$ cat config.mk
export PLATFORM = sky130hd
export DESIGN_NAME = cactus_ctrl
export DESIGN_NICKNAME = d
export VERILOG_FILES = /design/src/rtl/dino_pkg.sv /design/src/rtl/bcd_counter4.sv /design/src/rtl/cactus_ctrl.sv
export SDC_FILE = /design/constraint.sdc
export NUM_CORES = 1
export LEC_CHECK = 0
export ABC_AREA = 1
export BUFFER_PORTS_ARGS = -buffer_cell sky130_fd_sc_hd__buf_2
export CORE_ASPECT_RATIO = 0.6
export CORE_UTILIZATION = 55
export CTS_BUF_LIST = sky130_fd_sc_hd__clkbuf_4
export CTS_CLUSTER_DIAMETER = 80
export DETAILED_ROUTE_END_ITERATION = 10
export GPL_ROUTABILITY_DRIVEN = 0
export PLACE_DENSITY_LB_ADDON = 0.08
export SETUP_SLACK_MARGIN = 0.3
export SLEW_MARGIN = 15
export SYNTH_ARGS = -nofsm -noshare
export SYNTH_HDL_FRONTEND = slang
export SYNTH_SLANG_ARGS = --single-unit
$ cat constraint.sdc
create_clock -name clk -period 7.85 [get_ports clk]
set_input_delay 1.9625 -clock clk [delete_from_list [all_inputs] [get_ports clk]]
set_output_delay 1.9625 -clock clk [all_outputs]
set_load 0.02 [all_outputs]
$ cat src/rtl/dino_pkg.sv
// Shared game types and sprite geometry for the dino game pipeline.
package dino_pkg;

  typedef enum logic [1:0] {StIdle, StRun, StOver} game_state_e;

  localparam logic [9:0] SCREEN_W = 10'd640;
  localparam logic [9:0] CACT_TOP = 10'd370;
  localparam logic [9:0] CACT_W   = 10'd12;
  localparam logic [9:0] CACT_H   = 10'd24;
  localparam logic [9:0] DINO_W   = 10'd20;
  localparam logic [9:0] DINO_H   = 10'd22;

endpackage

$ cat src/rtl/bcd_counter4.sv
// Four-digit BCD counter with synchronous clear; increments saturate at 9999.
module bcd_counter4 (
  input  logic        clk,
  input  logic        rst,
  input  logic        clr,
  input  logic        inc,
  output logic [15:0] count
);

  logic [15:0] count_q, count_d;
  logic        carry;

  always_comb begin
    count_d = count_q;
    carry   = 1'b0;
    if (clr) begin
      count_d = '0;
    end else if (inc && (count_q != 16'h9999)) begin
      carry = 1'b1;
      for (int i = 0; i < 4; i++) begin
        if (carry) begin
          if (count_q[4*i +: 4] == 4'd9) begin
            count_d[4*i +: 4] = 4'd0;
          end else begin
            count_d[4*i +: 4] = count_q[4*i +: 4] + 4'd1;
            carry             = 1'b0;
          end
        end
      end
    end
  end

  always_ff @(posedge clk) begin
    if (rst) count_q <= '0;
    else     count_q <= count_d;
  end

  assign count = count_q;

endmodule

$ cat src/rtl/cactus_ctrl.sv
// Cactus obstacle scroller, dino collision check, IDLE/RUN/OVER game FSM and BCD score.
module cactus_ctrl #(
  parameter logic [21:0] STEP_DIV = 22'd400_000,
  parameter logic [9:0]  SPEED    = 10'd4,
  parameter logic [9:0]  SCREEN_W = dino_pkg::SCREEN_W,
  parameter logic [9:0]  PARK_X   = 10'd700,
  parameter logic [9:0]  CACT_TOP = dino_pkg::CACT_TOP,
  parameter logic [9:0]  CACT_W   = dino_pkg::CACT_W,
  parameter logic [9:0]  CACT_H   = dino_pkg::CACT_H,
  parameter logic [9:0]  DINO_W   = dino_pkg::DINO_W,
  parameter logic [9:0]  DINO_H   = dino_pkg::DINO_H
) (
  input  logic        clk,
  input  logic        rst,
  input  logic        start,
  input  logic [9:0]  dino_x,
  input  logic [9:0]  dino_y,
  output logic [9:0]  cactus_x,
  output logic [9:0]  cactus_y,
  output logic [15:0] score_bcd,
  output logic        running,
  output logic        game_over
);

  dino_pkg::game_state_e state_q;

  logic [21:0] cnt_q;
  logic [9:0]  cactus_x_q;
  logic [7:0]  lfsr_q;
  logic        running_q, game_over_q;
  logic        hit, step, respawn, restart;
  logic [9:0]  respawn_x;

  // Overlap test in 11 bits so the box sums cannot wrap.
  assign hit = ({1'b0, dino_x} < ({1'b0, cactus_x_q} + {1'b0, CACT_W})) &&
               ({1'b0, cactus_x_q} < ({1'b0, dino_x} + {1'b0, DINO_W})) &&
               ({1'b0, dino_y} < ({1'b0, CACT_TOP} + {1'b0, CACT_H})) &&
               ({1'b0, CACT_TOP} < ({1'b0, dino_y} + {1'b0, DINO_H}));

  assign step      = (cnt_q == (STEP_DIV - 22'd1));
  assign respawn   = (cactus_x_q < SPEED);
  assign respawn_x = SCREEN_W + {2'b00, lfsr_q[5:0], 2'b00};
  assign restart   = start && (state_q != dino_pkg::StRun);

  always_ff @(posedge clk) begin
    if (rst) lfsr_q <= 8'hA5;
    else     lfsr_q <= {lfsr_q[6:0], lfsr_q[7] ^ lfsr_q[5] ^ lfsr_q[4] ^ lfsr_q[3]};
  end

  always_ff @(posedge clk) begin
    if (rst) begin
      state_q     <= dino_pkg::StIdle;
      cnt_q       <= '0;
      cactus_x_q  <= PARK_X;
      running_q   <= 1'b0;
      game_over_q <= 1'b0;
    end else begin
      unique case (state_q)
        dino_pkg::StIdle, dino_pkg::StOver: begin
          cnt_q <= '0;
          if (start) begin
            state_q     <= dino_pkg::StRun;
            cactus_x_q  <= SCREEN_W;
            running_q   <= 1'b1;
            game_over_q <= 1'b0;
          end
        end
        dino_pkg::StRun: begin
          // A collision wins over a scroll step landing on the same cycle.
          if (hit) begin
            state_q     <= dino_pkg::StOver;
            cnt_q       <= '0;
            running_q   <= 1'b0;
            game_over_q <= 1'b1;
          end else if (step) begin
            cnt_q      <= '0;
            cactus_x_q <= respawn ? respawn_x : (cactus_x_q - SPEED);
          end else begin
            cnt_q <= cnt_q + 22'd1;
          end
        end
        default: begin
          state_q <= dino_pkg::StIdle;
        end
      endcase
    end
  end

  bcd_counter4 u_score (
    .clk   (clk),
    .rst   (rst),
    .clr   (restart),
    .inc   ((state_q == dino_pkg::StRun) && !hit && step && respawn),
    .count (score_bcd)
  );

  assign cactus_x  = cactus_x_q;
  assign cactus_y  = CACT_TOP;
  assign running   = running_q;
  assign game_over = game_over_q;

endmodule

==> impl_results.md, run 1 <==
- Setup violators final: 0
- Yosys warnings: 0
- Vias: 4008
- Netlist Area Pre-Place: a little over 4000 um^2
- Die Area: 7880 um^2
- Worst Hold Class: flip-flop to flip-flop
- CTS sink cnt: 58
- Core box area: just over 7000 um^2
- Worst path required time: 8.18 ns
- Final Hold Vio Count: 0
- I/O pins: roughly 60
- Max_slew headroom: between 30% and 40%
- DP Wirelength: roughly 7.7 mm
- Via/cell ratio: between 5 and 6
- Async S/R FF share, synth: 0%
- Top FF cell, synth: dfxtp_1
- Cells after Synth: between 600 and 700
- Hold buffers post-CTS: 0
- Row cnt: 24
- Leak: roughly 2.1 nW
- 1st-pass router iterations: 5
- Post-DR wirelength/cell: about 13 um
- Pwr Density: approximately 140 nW/um^2
- Most frequent cells in the layout: nand2_1, inv_1, nor2_1, dfxtp_1, a21oi_1
- Setup TNS: 0 ns
- Crit path launch type: input port
- Layout cell share with drive strength beyond 1: 15.8%
- Clock latency on the worst-skew pair: approximately 0.43 ns
- Initial antenna violation count: 0
- Slew @ Worst Pin: slightly above 1 ns
- Htree depth: 3
- Initial DRC count: 302
- Finished Cell Area: roughly 4500 um^2
- CTS clk-pin slew, worst paths: 0.10 ns
- Global-route wire length before repair: approximately 17 mm
- Post-CTS Setup Bufs: 0
- CTS Buf Count: 9
- Area Growth Syn to Fin: 8.96%
- Area post-placement: 4380 um^2
- Die Wd: roughly 110 um
- Total global-route track usage: between 20% and 30%
- Buffers on Ports: 48
- Max-Cap Viols: 0
- Min cycle time layout: approximately 4.0 ns
- Syn Area/Cell: ~6.7 um^2
- Unrepaired setup endpoints after global routing: no
- Setup CP Type: input port to flip-flop
- CP endpoint kind: flip-flop
- Sequential area share after synthesis: 28.1%
- Slew Viols, Final: 0
- Worst vdd ir: between 0.00008 and 0.00009 V
- Clock Path Buffers: 2
- Status: finished, final reports clean
- Antenna cells: 0
- Post-Route WL: about 10 mm
- CTS tree: built
- Clock skew: around 0.020 ns
- Register bit count reported by yosys: slightly below 60
- Root Driver: clkbuf_4
- CP max FO: 8
- Post-CTS sizing: 0
- Tcrit/Tclk final: around 51%
- GRT overflow: 0
- Fill cells: about 720
- EDFF count, synth: 0
- Worst Path Arrival: between 4 and 5 ns
- Starting density of the core: 56.9%
- Synth cell types: 44
- Fin nets: between 700 and 800
- Die Ht: between 60 and 70 um
- Largest net degree at the start of global routing: 39
- Maximum clock rate: 251 MHz
- Most common cell after layout, fill and taps aside: nand2_1
- Residual DRC: 0
- Antenna-violating nets left: 0
- Vias in the first global route: 3578
==> through the flow <==
stage	utilization [%]	instances	hold WS [ns]	setup slack [ns]	total power [mW]
6_report	62.0	769	0.418	3.87	0.642
4_1_cts	62.0	769	0.418	3.91	0.648
5_1_grt	62.0	769	0.440	3.67	0.681
2_1_floorplan	-	627	0.389	3.89	0.410
3_5_place_dp	60.2	753	0.395	3.44	0.438
3_3_place_gp	60.2	753	0.390	3.50	0.435
==> registers in the layout (all words and copies together) (netlist names) <==
register / flops
u_score.count: 16
running: 1
cnt_q: 22
game_over: 1
cactus_x: 8
lfsr_q: 8
state_q: 2
==> synth_stat cells (4+ instances only) <==
master / instances / area (um^2)
dfxtp_1: 58 / 1160
o21ai_1: 4 / 20.0
ha_1: 18 / 225
or2_2: 4 / 25.0
buf_4: 13 / 97.6
o21ai_0: 15 / 75.1
nand2_1: 138 / 518
nand2_2: 7 / 43.8
nor2_2: 9 / 56.3
nand4_1: 15 / 93.8
inv_1: 77 / 289
nand2_4: 4 / 45.0
a21oi_1: 51 / 255
a21o_1: 4 / 30.0
xor2_1: 20 / 175
nor2_1: 71 / 267
xnor2_1: 5 / 43.8
nand3_1: 34 / 170
clkbuf_1: 8 / 30.0
nor3_1: 19 / 95.1
nor2_4: 4 / 45.0
==> critical path: stages <==
cell and delay, ns:
buf_2 0.11, ha_1 0.19, nor2_1 0.06, nor2_2 0.15, nand3_1 0.10, xor2_1 0.15, ha_1 0.29, nand2_1 0.05
inv_1 0.06, nand3_2 0.11, nor2_1 0.11, nand2_1 0.06, nand3_1 0.13, nor2_4 0.07, nor2_2 0.32, nand2_1 0.14
o21ai_0 0.17, nor2_1 0.05
==> metal layers <==
layer	global-route usage (%)	routed length, um	up-vias
li1	-	-	2066
met5	0	0	-
met4	8.80	109	0
met3	7.21	714	13
met1	41.1	5150	1795
met2	38.5	4030	134
==> path summary, 6_finish.rpt <==
check | from | end | slack, ns | depth (start not counted)
setup / recovery | dino_x[2] | u_score.count[3] | 3.87 | 18
hold / removal | lfsr_q[6] | lfsr_q[7] | 0.42 | 1
setup reg to reg | cactus_x[2] | u_score.count[3] | 4.84 | 17
hold reg to reg | lfsr_q[6] | lfsr_q[7] | 0.42 | 1
==> final cells by class <==
type                    count  area, um^2  area share, %
flip-flops and latches     58        1160           25.8
clock buffers               9        67.6           1.50
well taps                 104         130           2.89
repair buffers             48         240           5.33
inverters                  79         299           6.64
clock inverters             7        60.1           1.33
multi-input cells         464        2550           56.5
==> cells by family after synthesis <==
kind of cell    after synthesis  share of synthesized area, %
compound gates               84                          11.2
xor+xnor                     25                          5.30
fa+ha+maj                    18                          5.45
buf+inv                     105                          11.2
flops                        58                          28.1
other cells                   2                         0.182
simple gates                325                          38.5
==> power by group <==
group | switching [mW] | internal [mW]
Sequential | 0.00909 | 0.302
Clock | 0.117 | 0.0933
Combinational | 0.0787 | 0.0418
Total | 0.205 | 0.438
(Power assumes the default switching activity.)
==> run 2: changes to the inputs <==
==> constraint.sdc (replaced) <==
create_clock -name clk -period 4 [get_ports clk]
set_input_delay 1 -clock clk [delete_from_list [all_inputs] [get_ports clk]]
set_output_delay 1 -clock clk [all_outputs]
set_load 0.02 [all_outputs]
==> impl_results.md, run 2 (synthesized netlist as in run 1, its figures left out) <==
- Status: finished, final reports clean
- I/O pins: 61
- Hold buffers post-CTS: 0
- Core box area: ~7300 um^2
- CTS Buf Count: 9
- Layout cell share with drive strength beyond 1: 16.1%
- Switch Pwr: ~0.4 mW
- Beginning of the critical path: cactus_x[2]
- Hold endpoint: lfsr_q[7]
- Min cycle time layout: around 3.1 ns
- Pwr Density: roughly 280 nW/um^2
- Largest net degree at the start of global routing: 39
- Vias in the first global route: between 3000 and 4000
- CTS tree: built
- Die Ht: 69.2 um
- Clock skew: roughly 0.014 ns
- Die Wd: approximately 110 um
- Worst path required time: roughly 4.3 ns
- Crit path launch type: flip-flop
- GRT overflow: 0
- Max-Cap Viols: 0
- Unrepaired setup endpoints after global routing: no
- 1st-pass router iterations: 5
- Worst r2r path cells: 17
- Max reg flops: 22
- Fill cells: 700
- Setup TNS: 0 ns
- Most common cell after layout, fill and taps aside: nand2_1
- Clock latency on the worst-skew pair: about 0.44 ns
- Setup violators final: 0
- Max_slew headroom: a little over half
- Most frequent cells in the layout: nand2_1, inv_1, nor2_1, dfxtp_1, a21oi_1
- Clk pwr share: about a third
- Flop pwr share: a little under half
- Residual DRC: 0
- Setup CP Type: flip-flop to flip-flop
- Maximum clock rate: 321 MHz
- Initial DRC count: ~290
- Via/cell ratio: 5.30
- CTS sink cnt: between 50 and 60
- Post-CTS sizing: 0
- Initial antenna violation count: 0
- Buffers on Ports: 48
- Fin cells: about 770
- Antenna cells: 0
- Sw frac: around a third
- Post-Route WL: 10.0 mm
- Total global-route track usage: between 20% and 30%
- Worst Hold Class: flip-flop to flip-flop
- Worst Path Arrival: 3.45 ns
- Post-CTS Setup Bufs: 0
- Antenna-violating nets left: 0
- CTS clk-pin slew, worst paths: about 0.10 ns
- Die Area: 7880 um^2
- Leak: 2.10 nW
- Starting density of the core: a little under three fifths
- Worst vdd ir: about 0.00018 V
- FF-to-FF End: u_score.count[3]
- Worst R2R Start: cactus_x[2]
- Final core area utilization: about 62%
- Fin nets: about 700
- Root Driver: clkbuf_4
- Share of total power in combinational logic: about a fifth
- Slew Viols, Final: 0
- Flop-to-flop setup slack: around 0.89 ns
- Total power: around 1.3 mW
- Internal power: between 0.8 and 0.9 mW
- Final Hold Vio Count: 0
- Global-route wire length before repair: between 15 and 20 mm
- Largest Register: cnt_q
- DP Wirelength: 7.70 mm
- Area Growth Syn to Fin: 9.11%
- CP max FO: 8
- Slew @ Worst Pin: ~0.7 ns
- Placed cell count: around 750
- Tcrit/Tclk final: 77.8%
- Clock Path Buffers: 2
- Row cnt: 24
- CP endpoint kind: flip-flop
- Htree depth: 3
- Vias: between 4000 and 5000
- Min-delay src: lfsr_q[6]
- Hold path depth: 1
- Post-DR wirelength/cell: 13.1 um
## run 2: cell count changes in the layout (fill, tap and decap cells not counted), sizes merged
cell / change
buf: +1
clkinv: -3
clkbuf: +2
## run 2: area by class of cell
type / instances / area (um^2) / share of cell area [%]
inverter: 79 / 299 / 6.63
clock inverter: 4 / 43.8 / 0.971
timing repair buffer: 49 / 248 / 5.49
tap: 104 / 130 / 2.88
multi-input combinational: 464 / 2550 / 56.5
clock buffer: 11 / 82.6 / 1.83
sequential: 58 / 1160 / 25.7
## run 2: worst max-delay path by stage
stage / to / slack (ns) / cells past startpoint
6_report: u_score.count[3] / 0.89 / 17
5_1_grt: u_score.count[3] / 0.63 / 17
4_1_cts: u_score.count[3] / 0.92 / 17
3_5_place_dp: u_score.count[3] / 0.52 / 18
3_3_place_gp: u_score.count[3] / 0.62 / 18
2_1_floorplan: cnt_q[10] / 1.00 / 16
## run 2: per-stage QoR
| stage | worst slack [ns] | hold slack [ns] | cell area [um^2] |
|---|---|---|---|
| final | 0.887 | 0.422 | 4510 |
| after detailed placement | 0.516 | 0.394 | 4390 |
| after global routing | 0.632 | 0.452 | 4510 |
| after global placement | 0.616 | 0.390 | 4390 |
| after floorplan | 1.00 | 0.389 | 4170 |
| after CTS | 0.917 | 0.417 | 4510 |
## run 2: power groups by stage
stage	registers, mW	logic [mW]	clock network [mW]
after global placement	0.624	0.230	0
after floorplan	0.628	0.178	0
after CTS	0.611	0.238	0.428
after detailed placement	0.625	0.236	0
final	0.611	0.239	0.422
after global routing	0.613	0.270	0.460
## run 2: per-layer routing
metal / wire [um] / track usage, % / vias up
met2: 4190 / 39.9 / 132
met3: 821 / 9.23 / 15
met5: 0 / 0 / -
met1: 4900 / 37.9 / 1864
li1: - / - / 2065
met4: 129 / 7.65 / 0
## run 2: critical path, stage by stage (launching register included)
cell	delay, ns
dfxtp_1	0.39
inv_1	0.11
ha_1	0.27
nor2_4	0.17
nand3_1	0.10
xor2_1	0.17
ha_1	0.32
nand2_1	0.09
inv_1	0.06
nand4_1	0.16
nor2_1	0.20
inv_1	0.07
nand3_2	0.09
nor2_4	0.06
nor2_2	0.36
nand2_1	0.15
o21ai_0	0.18
nor2_1	0.06
==> run 3: changes to the inputs <==
==> constraint.sdc (replaced) <==
create_clock -name clk -period 3.21 [get_ports clk]
set_input_delay 0.8025 -clock clk [delete_from_list [all_inputs] [get_ports clk]]
set_output_delay 0.8025 -clock clk [all_outputs]
set_load 0.02 [all_outputs]
==> impl_results.md, run 3 (synthesized netlist as in run 1, its figures left out) <==
- Antenna cells: 0
- Global-route wire length before repair: approximately 17 mm
- Root Driver: clkbuf_4
- Maximum clock rate: approximately 350 MHz
- Clock latency on the worst-skew pair: 0.42 ns
- Via/cell ratio: 5.21
- CP max FO: 7
- Setup violators final: 0
- Flop pwr share: a little under half
- Fin nets: roughly 720
- Fin cells: a little under 800
- Max_slew headroom: 26.5%
- Final Hold Vio Count: 0
- Initial antenna violation count: 0
- Initial DRC count: ~260
- FF-to-FF End: cnt_q[15]
- CTS Buf Count: 9
- Tcrit/Tclk final: 88.1%
- Share of total power in combinational logic: approximately a fifth
- Worst r2r path cells: 15
- CTS sink cnt: slightly below 60
- GRT overflow: 0
- Clock skew: roughly 0.012 ns
- Unrepaired setup endpoints after global routing: no
- Sw frac: a little under a third
- Worst vdd ir: 0.000179 V
- Total global-route track usage: 27.3%
- Buffers on Ports: 48
- Max-Cap Viols: 0
- Min-delay src: lfsr_q[6]
- Hold path depth: 1
- Die Area: ~8000 um^2
- Min cycle time layout: about 2.8 ns
- End of the critical path: cactus_x[3]
- I/O pins: just over 60
- Setup TNS: 0 ns
- Die Wd: between 100 and 150 um
- Vias in the first global route: approximately 3700
- Residual DRC: 0
- Antenna-violating nets left: 0
- Die Ht: between 60 and 70 um
- Setup CP Type: input port to flip-flop
- Max reg flops: 22
- Most common cell after layout, fill and taps aside: nand2_1
- Crit path launch type: input port
- Worst path required time: approximately 3.5 ns
- Clock Path Buffers: 2
- Vias: between 4000 and 5000
- Worst Path Arrival: 3.13 ns
- Placed cell count: roughly 760
- Post-Route WL: 10.3 mm
- Internal power: around 1.1 mW
- CTS tree: built
- 1st-pass router iterations: 5
- Most frequent cells in the layout: nand2_1, inv_1, nor2_1, dfxtp_1, a21oi_1
- Switch Pwr: about 0.51 mW
- CTS clk-pin slew, worst paths: roughly 0.1 ns
- Beginning of the critical path: dino_x[2]
- Row cnt: 24
- Layout cell share with drive strength beyond 1: 19.9%
- Flop-to-flop setup slack: between 0.5 and 0.6 ns
- Pwr Density: between 300 and 400 nW/um^2
- Hold buffers post-CTS: 0
- Clk pwr share: roughly a third
- Slew @ Worst Pin: 1.10 ns
- Starting density of the core: between 50% and 60%
- Leak: roughly 2.2 nW
- Largest net degree at the start of global routing: 38
- Post-DR wirelength/cell: 13.2 um
- Worst R2R Start: cactus_x[4]
- DP Wirelength: around 7.6 mm
- Status: finished, final reports clean
- Area Growth Syn to Fin: 14.1%
- Slew Viols, Final: 0
- Core box area: 7270 um^2
- CP endpoint kind: flip-flop
- Worst Hold Class: flip-flop to flip-flop
- Final core area utilization: 64.9%
- Largest Register: cnt_q
- Htree depth: 3
[run 3: final cells by class]
| type | instances | area [um^2] |
|---|---|---|
| sequential | 58 | 1170 |
| inverter | 79 | 299 |
| clock buffer | 11 | 82.6 |
| fill | 679 | 2550 |
| multi-input combinational | 465 | 2650 |
| timing repair buffer | 61 | 350 |
| tap | 104 | 130 |
| clock inverter | 4 | 43.8 |
[run 3: power groups by stage]
stage / registers [mW] / clock network (mW) / logic [mW]
after detailed placement: 0.778 / 0 / 0.297
after global routing: 0.765 / 0.563 / 0.383
after floorplan: 0.782 / 0 / 0.221
after CTS: 0.761 / 0.531 / 0.299
final: 0.762 / 0.515 / 0.342
after global placement: 0.777 / 0 / 0.290
[run 3: how the worst min path moves through the flow]
stage,end
3_5_place_dp,lfsr_q[7]
3_3_place_gp,lfsr_q[7]
6_report,lfsr_q[7]
5_1_grt,lfsr_q[7]
4_1_cts,lfsr_q[7]
2_1_floorplan,lfsr_q[7]
[run 3: what timing repair did]
| item | CTS | global route |
|---|---|---|
| buffers inserted | 0 | 8 |
| endpoints found under the hold margin | 0 | 0 |
| endpoints found under the setup margin | 0 | 47 |
| resized for setup | 0 | 23 |
[run 3: through the flow]
| stage | setup WS, ns | hold WS, ns | area [um^2] | total power [mW] |
|---|---|---|---|---|
| floorplan | 0.409 | 0.389 | 4170 | 1.00 |
| global placement | 0.0508 | 0.390 | 4420 | 1.07 |
| detailed placement | -0.0861 | 0.406 | 4420 | 1.07 |
| CTS | 0.347 | 0.427 | 4540 | 1.59 |
| global route | 0.258 | 0.452 | 4720 | 1.71 |
| finish | 0.381 | 0.420 | 4720 | 1.62 |
[run 3: worst max-delay path, cell delays in order]
cell and delay (ns):
buf_2 0.12, ha_2 0.20, nor2_2 0.09, nor2_2 0.06, buf_4 0.13, xnor2_1 0.12, ha_1 0.33, a21o_1 0.20
nor2_2 0.11, nor2_1 0.05, nor2_1 0.12, nand3_1 0.13, nor2_4 0.23, nand2_4 0.11, nand2_8 0.11, inv_4 0.06
nand3_1 0.08, nand3_1 0.07
[run 3: routing by layer]
metal	vias to the layer above	GRT usage (%)	part of all wire, %
li1	2091	-	-
met1	1827	38.2	48
met2	137	40.4	43
met3	19	8.18	8.0
met4	0	8.08	1.4
met5	-	0	0
